$ cat src/rtl/controle_movimento_elevador_if.sv
// Signal bundle between the floor-request memory (master) and the motion/door controller (slave).
// The segurar_porta wire only exists when SEGURAR_PORTA_EN is defined.
interface controle_movimento_elevador_if;
  logic [1:0] proximo_andar;
  logic       pedido_andar_atual;
  logic [1:0] andar_atual;
  logic       movimento_elevador;
  logic       indicador_porta_aberta;
  logic       motor_ligado;
`ifdef SEGURAR_PORTA_EN
  logic       segurar_porta;

  modport master (
    output proximo_andar, pedido_andar_atual, segurar_porta,
    input  andar_atual, movimento_elevador, indicador_porta_aberta, motor_ligado
  );

  modport slave (
    input  proximo_andar, pedido_andar_atual, segurar_porta,
    output andar_atual, movimento_elevador, indicador_porta_aberta, motor_ligado
  );
`else
  modport master (
    output proximo_andar, pedido_andar_atual,
    input  andar_atual, movimento_elevador, indicador_porta_aberta, motor_ligado
  );

  modport slave (
    input  proximo_andar, pedido_andar_atual,
    output andar_atual, movimento_elevador, indicador_porta_aberta, motor_ligado
  );
`endif
endinterface

$ cat src/rtl/controle_movimento_elevador.sv
// Elevator motion/door controller fed by the floor-request memory; travel and door dwell are counter timed.
// Optional door-hold button enabled by defining SEGURAR_PORTA_EN.
module controle_movimento_elevador #(
  parameter int unsigned CICLOS_POR_ANDAR = 4,
  parameter int unsigned CICLOS_PORTA     = 5
) (
  input logic                          clock_in,
  input logic                          reset,
  controle_movimento_elevador_if.slave bus
);

  localparam logic [3:0] ULTIMO_CICLO_ANDAR = 4'(CICLOS_POR_ANDAR - 1);
  localparam logic [3:0] CARGA_PORTA        = 4'(CICLOS_PORTA);
  localparam logic [1:0] ANDAR_TOPO         = 2'd3;

  typedef enum logic [1:0] {
    PARADO,
    MOVENDO,
    CHEGADA,
    PORTA_ABERTA
  } estado_t;

  estado_t    state_q, state_d;
  logic [1:0] andar_q, andar_d;
  logic       dir_q, dir_d;
  logic       porta_q, porta_d;
  logic       motor_q, motor_d;
  logic [3:0] cnt_viagem_q, cnt_viagem_d;
  logic [3:0] cnt_porta_q, cnt_porta_d;
  logic       segurar;

`ifdef SEGURAR_PORTA_EN
  assign segurar = bus.segurar_porta;
`else
  assign segurar = 1'b0;
`endif

  always_ff @(posedge clock_in or posedge reset) begin
    if (reset) begin
      state_q      <= PARADO;
      andar_q      <= 2'd0;
      dir_q        <= 1'b1;
      porta_q      <= 1'b0;
      motor_q      <= 1'b0;
      cnt_viagem_q <= 4'd0;
      cnt_porta_q  <= 4'd0;
    end else begin
      state_q      <= state_d;
      andar_q      <= andar_d;
      dir_q        <= dir_d;
      porta_q      <= porta_d;
      motor_q      <= motor_d;
      cnt_viagem_q <= cnt_viagem_d;
      cnt_porta_q  <= cnt_porta_d;
    end
  end

  always_comb begin
    state_d      = state_q;
    andar_d      = andar_q;
    dir_d        = dir_q;
    cnt_viagem_d = cnt_viagem_q;
    cnt_porta_d  = cnt_porta_q;

    case (state_q)
      // CHEGADA shares PARADO's decision: a pending local request beats departure, and
      // a target equal to the current floor falls through to PARADO.
      PARADO, CHEGADA: begin
        cnt_viagem_d = 4'd0;
        if (bus.pedido_andar_atual) begin
          state_d     = PORTA_ABERTA;
          cnt_porta_d = CARGA_PORTA;
        end else if ((bus.proximo_andar > andar_q) && (andar_q != ANDAR_TOPO)) begin
          state_d = MOVENDO;
          dir_d   = 1'b1;
        end else if ((bus.proximo_andar < andar_q) && (andar_q != 2'd0)) begin
          state_d = MOVENDO;
          dir_d   = 1'b0;
        end else begin
          state_d = PARADO;
        end
      end

      MOVENDO: begin
        if (cnt_viagem_q >= ULTIMO_CICLO_ANDAR) begin
          cnt_viagem_d = 4'd0;
          state_d      = CHEGADA;
          if (dir_q && (andar_q != ANDAR_TOPO)) begin
            andar_d = andar_q + 2'd1;
          end else if (!dir_q && (andar_q != 2'd0)) begin
            andar_d = andar_q - 2'd1;
          end
        end else begin
          cnt_viagem_d = cnt_viagem_q + 4'd1;
        end
      end

      PORTA_ABERTA: begin
        if (segurar) begin
          cnt_porta_d = CARGA_PORTA;
        end else if (cnt_porta_q <= 4'd1) begin
          cnt_porta_d = 4'd0;
          state_d     = PARADO;
        end else begin
          cnt_porta_d = cnt_porta_q - 4'd1;
        end
      end

      default: state_d = PARADO;
    endcase

    motor_d = (state_d == MOVENDO);
    porta_d = (state_d == PORTA_ABERTA);
  end

  assign bus.andar_atual            = andar_q;
  assign bus.movimento_elevador     = dir_q;
  assign bus.indicador_porta_aberta = porta_q;
  assign bus.motor_ligado           = motor_q;

endmodule
$ cat src/flat_wrapper.sv
// flat-port wrapper written by rule: the top's interface ports become plain ports
module controle_movimento_elevador_flat 
#(
  parameter int unsigned CICLOS_POR_ANDAR = 4,
  parameter int unsigned CICLOS_PORTA     = 5
)
  (clock_in, reset, bus_proximo_andar, bus_pedido_andar_atual, bus_andar_atual, bus_movimento_elevador, bus_indicador_porta_aberta, bus_motor_ligado);
  controle_movimento_elevador_if bus_i ();
  input logic clock_in;
  input logic reset;
  input wire logic [$bits(bus_i.proximo_andar)-1:0] bus_proximo_andar;
  input wire logic [$bits(bus_i.pedido_andar_atual)-1:0] bus_pedido_andar_atual;
  output wire logic [$bits(bus_i.andar_atual)-1:0] bus_andar_atual;
  output wire logic [$bits(bus_i.movimento_elevador)-1:0] bus_movimento_elevador;
  output wire logic [$bits(bus_i.indicador_porta_aberta)-1:0] bus_indicador_porta_aberta;
  output wire logic [$bits(bus_i.motor_ligado)-1:0] bus_motor_ligado;
  assign bus_i.proximo_andar = bus_proximo_andar;
  assign bus_i.pedido_andar_atual = bus_pedido_andar_atual;
  assign bus_andar_atual = bus_i.andar_atual;
  assign bus_movimento_elevador = bus_i.movimento_elevador;
  assign bus_indicador_porta_aberta = bus_i.indicador_porta_aberta;
  assign bus_motor_ligado = bus_i.motor_ligado;
  controle_movimento_elevador #(.CICLOS_POR_ANDAR(CICLOS_POR_ANDAR), .CICLOS_PORTA(CICLOS_PORTA)) u_core (.clock_in(clock_in), .reset(reset), .bus(bus_i));
endmodule
$ cat config.mk
export PLATFORM = sky130hd
export DESIGN_NAME = controle_movimento_elevador_flat
export DESIGN_NICKNAME = d
export VERILOG_FILES = /design/src/rtl/controle_movimento_elevador_if.sv /design/src/rtl/controle_movimento_elevador.sv /design/src/flat_wrapper.sv
export SDC_FILE = /design/constraint.sdc
export NUM_CORES = 1
export LEC_CHECK = 0
export ABC_AREA = 1
export BUFFER_PORTS_ARGS = -buffer_cell sky130_fd_sc_hd__buf_2
export CAP_MARGIN = 20
export CORE_UTILIZATION = 40
export DETAILED_ROUTE_END_ITERATION = 8
export PLACE_DENSITY_LB_ADDON = 0.05
export SYNTH_ARGS = -nofsm -noshare
export SYNTH_HDL_FRONTEND = slang
export SYNTH_SLANG_ARGS = --single-unit
$ cat constraint.sdc
create_clock -name clock_in -period 1.3 [get_ports clock_in]
set_clock_uncertainty 0.2 [all_clocks]
set_input_delay 0.13 -clock clock_in [delete_from_list [all_inputs] [get_ports clock_in]]
set_output_delay 0.13 -clock clock_in [all_outputs]
set_load 0.02 [all_outputs]
[Yosys cells after proc, flatten, opt, wreduce, memory -nomap -nowiden]
Cells that the tools add are included.
W data, S select, Z words.
Word-level totals
  register bits after elaboration: 15
  output and inout port bits: 5
Cells by class
  add/sub/neg operators: 4
  order comparisons: 4
  equality and inequality tests: 7
  multiplexer cells: 15
  bitwise logic cells: 1
  reduce and logical (&&, ||, !) cells: 15
Operators with widths (number)
  $pmux W4 S2: 2
  $mux W2: 6
  $mux W4: 3
  $reduce_bool A2 Y1: 5
  $eq A2 B2 Y1 const B: 3
  $pmux W2 S3: 1
  $reduce_and A3 Y1: 2
  $add A4 B1 Y4 const B: 1
  $eq A2 B1 Y1 const B: 2
  $ge A4 B2 Y1 const B: 1
  $le A4 B1 Y1 const B: 1
  $logic_and A1 B1 Y1: 4
  $ne A2 B2 Y1 const B: 2
  $sub A4 B1 Y4 const B: 1
  $mux W1: 3
  $add A2 B1 Y2 const B: 1
  $gt A2 B2 Y1: 1
  $logic_not A2 Y1: 1
  $lt A2 B2 Y1: 1
  $reduce_and A2 Y1: 1
  $reduce_or A2 Y1: 1
  $sub A2 B1 Y2 const B: 1
  $logic_not A1 Y1: 1
  $not A1 Y1: 1

[Logic depth before layout (Yosys ltp)]
  depth in word-level cells: 7
  mapped depth: 10
  depth with buffers taken out: 10

[Worst setup path before layout]
OpenSTA, ideal clock, no wires.
  path type: register to register
  start point: register u_core.andar_q[1], in the netlist u_core.bus.andar_atual[1]
  end point: register u_core.motor_q, in the netlist u_core.bus.motor_ligado
  setup time: 0.073 ns
  arrival time: 1.312 ns
  required time: 1.027 ns
  path slack: -0.285 ns
  cell stages (with the launch flop): 10
  path buffers: 0
  cell sequence: dfrtp_1 inv_1 ha_1 nand2_1 nand2_1 inv_1 nand2_1 nand2_1 nand2_1 a21oi_2
Between the ends
  longest elaborated chain between the ends: 7
  elaborated cells on any way between the ends: 11
  those cells by class: 2 x order compare; 2 x eq/ne; 4 x mux; 3 x reduce/logical
RTL lines
  start: declaration: RTL line controle_movimento_elevador.sv:24  | logic [1:0] andar_q, andar_d;
  start signal: assignment: RTL line controle_movimento_elevador.sv:49  | andar_q <= andar_d;
  $lt A2 B2 Y1 / $reduce_bool A2 Y1 (equally long branches): RTL line controle_movimento_elevador.sv:76  | end else if ((bus.proximo_andar < andar_q) && (andar_q != 2'd0)) begin
  $logic_and A1 B1 Y1: RTL line controle_movimento_elevador.sv:76
  $mux W1: RTL line controle_movimento_elevador.sv:76
  $mux W2 *: RTL line controle_movimento_elevador.sv:73  | end else if ((bus.proximo_andar > andar_q) && (andar_q != ANDAR_TOPO)) begin
  $mux W2 *: RTL line controle_movimento_elevador.sv:70  | if (bus.pedido_andar_atual) begin
  $pmux W2 S3 *: RTL line controle_movimento_elevador.sv:65  | case (state_q)
  $eq A2 B1 Y1 *: RTL line controle_movimento_elevador.sv:112  | motor_d = (state_d == MOVENDO);
  named net u_core.motor_d: RTL line controle_movimento_elevador.sv:27  | logic motor_q, motor_d;
  end signal: assignment: RTL line controle_movimento_elevador.sv:52  | motor_q <= motor_d;
  end: declaration: RTL line controle_movimento_elevador.sv:27
Mark *: on every way through the listed nets, which the timed path passes. The rest lies on a longest branch.
A chain may end at the register's enable or synchronous reset.

[Worst setup path in the final report]
  start point: register u_core.cnt_porta_q[0]
  end point: register u_core.state_q[0]
Between the ends
  longest elaborated chain between the ends: 3
RTL lines
  start: declaration: RTL line controle_movimento_elevador.sv:29  | logic [3:0] cnt_porta_q, cnt_porta_d;
  start signal: assignment: RTL line controle_movimento_elevador.sv:54  | cnt_porta_q <= cnt_porta_d;
  $le A4 B1 Y1: RTL line controle_movimento_elevador.sv:101  | end else if (cnt_porta_q <= 4'd1) begin
  $mux W2: RTL line controle_movimento_elevador.sv:101
  $pmux W2 S3: RTL line controle_movimento_elevador.sv:65
  named net u_core.state_d[0]: RTL line controle_movimento_elevador.sv:23  | estado_t state_q, state_d;
  end signal: assignment: RTL line controle_movimento_elevador.sv:48  | state_q <= state_d;
  end: declaration: RTL line controle_movimento_elevador.sv:23
The timed path passes the listed nets, and every way through them passes these cells.

==> flow_summary.yaml <==
sta:
  finalSetupViolations: 13
  slew_violations: 0
  hold_viol: 0
  rsz0062_at_grt: "yes"
  fmax_ghz: 0.686
  tightest_slew_ps: 306
  fin_crit_sh: 1.12
  period_minus_slack_ps: 1460
  fin_tns_setup_ps: -916
  setup_ws_ps: -158
  slew_headroom: 0.796
yosys:
  synth-main-ff-cell: "dfrtp_1"
  synth_cells: 92
  yosysTopAreaCellShare: 0.444
  synth_cell_type_count: 22
  yosysMostFrequentCell: "nand2_1"
  syn-cell-area_sq_um: 788
  ys_ff_latch: 15
  synth.avg_cell_area_sq_um: 8.57
  synthTopCellsByArea: "dfrtp_1 44%, nand2_1 9.5%, ha_1 7.9%, inv_1 7.6%, dfstp_2 3.3%"
  synth_enable_flop_cells: 0
  synth_warnings: 0
  yosysSeqAreaShare: 0.478
  synth_fp_nets: 102
  async_flop_share: 1.00
  yosys.area.top_type: "dfrtp_1"
  ys_top_cells_by_count: "20 x nand2_1, 16 x inv_1, 14 x dfrtp_1"
global_route:
  grt_max_degree: 9
  grt_pass1_wl_um: 2750
  track_usage: 0.185
  overflow: 0
  grt_antenna_before_repair: 0
  first_global_vias: 676
drt:
  drtIter0Drc: 11
  wl_per_cell_um: 11.9
  drc: 0
  first_pass_iters: 4
  routed_wl_um: 1820
  viasPerCell: 4.66
  num_vias: 713
  route.antenna.remaining_nets: 0
clock_tree:
  cts_tree: "yes"
  htree_levels: 1
  clock_latency_ps: 280
  cts_buffers: 3
  cts_buffer_depth: 2
  clk_pin_slew_ps: 90
  cts-root-buf: "clkbuf_4"
  clkSinkCount: 15
final_layout:
  fin_nets: 139
  areaGrowthSynthToFinish_pct: 62.2
  num_antenna_cells: 0
  layout-drive-gt1-share: 0.633
floorplan:
  die-area_sq_um: 2150
  die_w_um: 46.4
  core_sq_um: 1780
  ios: 10
  die-height_um: 46.4
  start_util: 0.442
  placementRows: 15
setup_path:
  worstSetupPathType: "reg -> reg"
  r2r_slack_ps: -160
  worstPathRequired_ps: 1270
  worstPathMaxFanout: 3
  cp.arrival_ps: 1420
  critPathCaptureType: "flop"
  startpoint_type: "flop"
run_status:
  outcome: "finished, violations left"
  violations: "setup timing"
power_and_ir_drop:
  p_leak_nw: 0.625
  ir_drop_mv: 1.52
  p_total_mw: 3.19
  power.density_nw_per_um2: 2500
place:
  dp_hpwl_um: 1230
  io_buffer_count: 9
  place.gp.congestion: 0.805
worst_hold_path:
  hold_class: "in -> async"
run:
  drv_cap: 0
[layout by cell type, fill, tap and decap left out, types with 4 or more instances in the layout]
| cell type | synthesis | routed |
|---|---|---|
| dfrtp_1 | 14 | 12 |
| nand2_1 | 20 | 7 |
| nand2_4 | 2 | 5 |
| nand2_2 | 2 | 12 |
| nor2_1 | 6 | 5 |
| ha_4 | 0 | 4 |
| buf_4 | 0 | 17 |
| buf_6 | 0 | 6 |
| buf_2 | 0 | 6 |
| inv_1 | 16 | 11 |
| inv_2 | 2 | 6 |
[sequential cells by signal, indices dropped and copies added, names as in the netlist]
| register | count |
|---|---|
| u_core.cnt_porta_q | 4 |
| u_core.cnt_viagem_q | 4 |
| u_core.bus.andar_atual | 2 |
| u_core.state_q | 2 |
| u_core.bus.indicador_porta_aberta | 1 |
| u_core.bus.motor_ligado | 1 |
| u_core.bus.movimento_elevador | 1 |
[kinds of logic (layout without fill, tap and decap cells)]
kind of cell             Yosys count  in the layout  synth area share
AO/OA/AOI/OAI                     12             12            0.0921
XOR/XNOR                           1              1            0.0111
adder cells (fa/ha/maj)            5              5            0.0794
buffers and inverters             19             55            0.0937
flip-flops                        15             15             0.478
AND/OR/NAND/NOR                   40             40             0.246
[routing by layer]
metal	global-route usage	share of wire	vias to the layer above	routed length [um]
li1	-	-	361	-
met1	0.224	0.46	335	839
met2	0.300	0.48	15	883
met3	0.0667	0.047	2	86
met4	0.0647	0.0077	0	14
met5	0	0	-	0
[where the power goes]
group | total [mW] | switching (mW) | leakage, nW | internal [mW]
sequential | 0.804 | 0.132 | 0.184 | 0.671
combinational | 2.12 | 1.12 | 0.426 | 1.01
clock | 0.263 | 0.144 | 0.0150 | 0.119
total | 3.19 | 1.39 | 0.625 | 1.80
[critical path, cell delays in order, from the launching register on]
cell,delay (ps)
dfrtp_1,430
inv_2,100
ha_4,150
inv_4,40
nand2_4,60
nand2_4,50
nand2_4,80
nand2_4,50
nor2_4,90
nand2_1,70
[timing repair]
action | CTS | global route
pin swaps | 7 | 11
hold buffers | 2 | 0
gates resized for setup | 25 | 25
hold endpoints to repair | 15 | 0
buffers inserted | 5 | 2
endpoints found under the setup margin | 16 | 16
[area by class of cell]
cell class	count	area [sq um]
flip-flops and latches	15	379
fillers	135	504
multi-input cells	58	500
well taps	25	31.3
repair buffers	32	265
inverters	19	76.3
clock buffers	4	26.3
[path summary, 6_finish.rpt]
kind,from,end,cells after the start
worst max-delay path,u_core.cnt_porta_q[0]$_DFFE_PP0P_,u_core.state_q[0]$_DFF_PP0_,9
worst min-delay path,reset,u_core.cnt_porta_q[2]$_DFFE_PP0P_,3
worst max register to register,u_core.cnt_porta_q[0]$_DFFE_PP0P_,u_core.state_q[0]$_DFF_PP0_,9
worst min register to register,u_core.cnt_viagem_q[2]$_DFFE_PP0P_,u_core.cnt_viagem_q[2]$_DFFE_PP0P_,2
max in group asynchronous,reset,u_core.bus.movimento_elevador$_DFFE_PP1P_,4
min in group clock_in,bus_proximo_andar[1],u_core.bus.motor_ligado$_DFF_PP0_,7
[per-stage QoR]
stage          utilization  setup WS (ps)  hold WS [ps]  instances  instance area [sq um]
2_1_floorplan            -           -123          -169         92                    816
3_3_place_gp         0.566           -120          -116        140                   1010
3_5_place_dp         0.566           -191          -113        140                   1010
4_1_cts              0.658           -130           129        151                   1170
5_1_grt              0.717           -205           163        153                   1280
6_report             0.717           -158           123        153                   1280
Power figures use the tool's default switching activity.
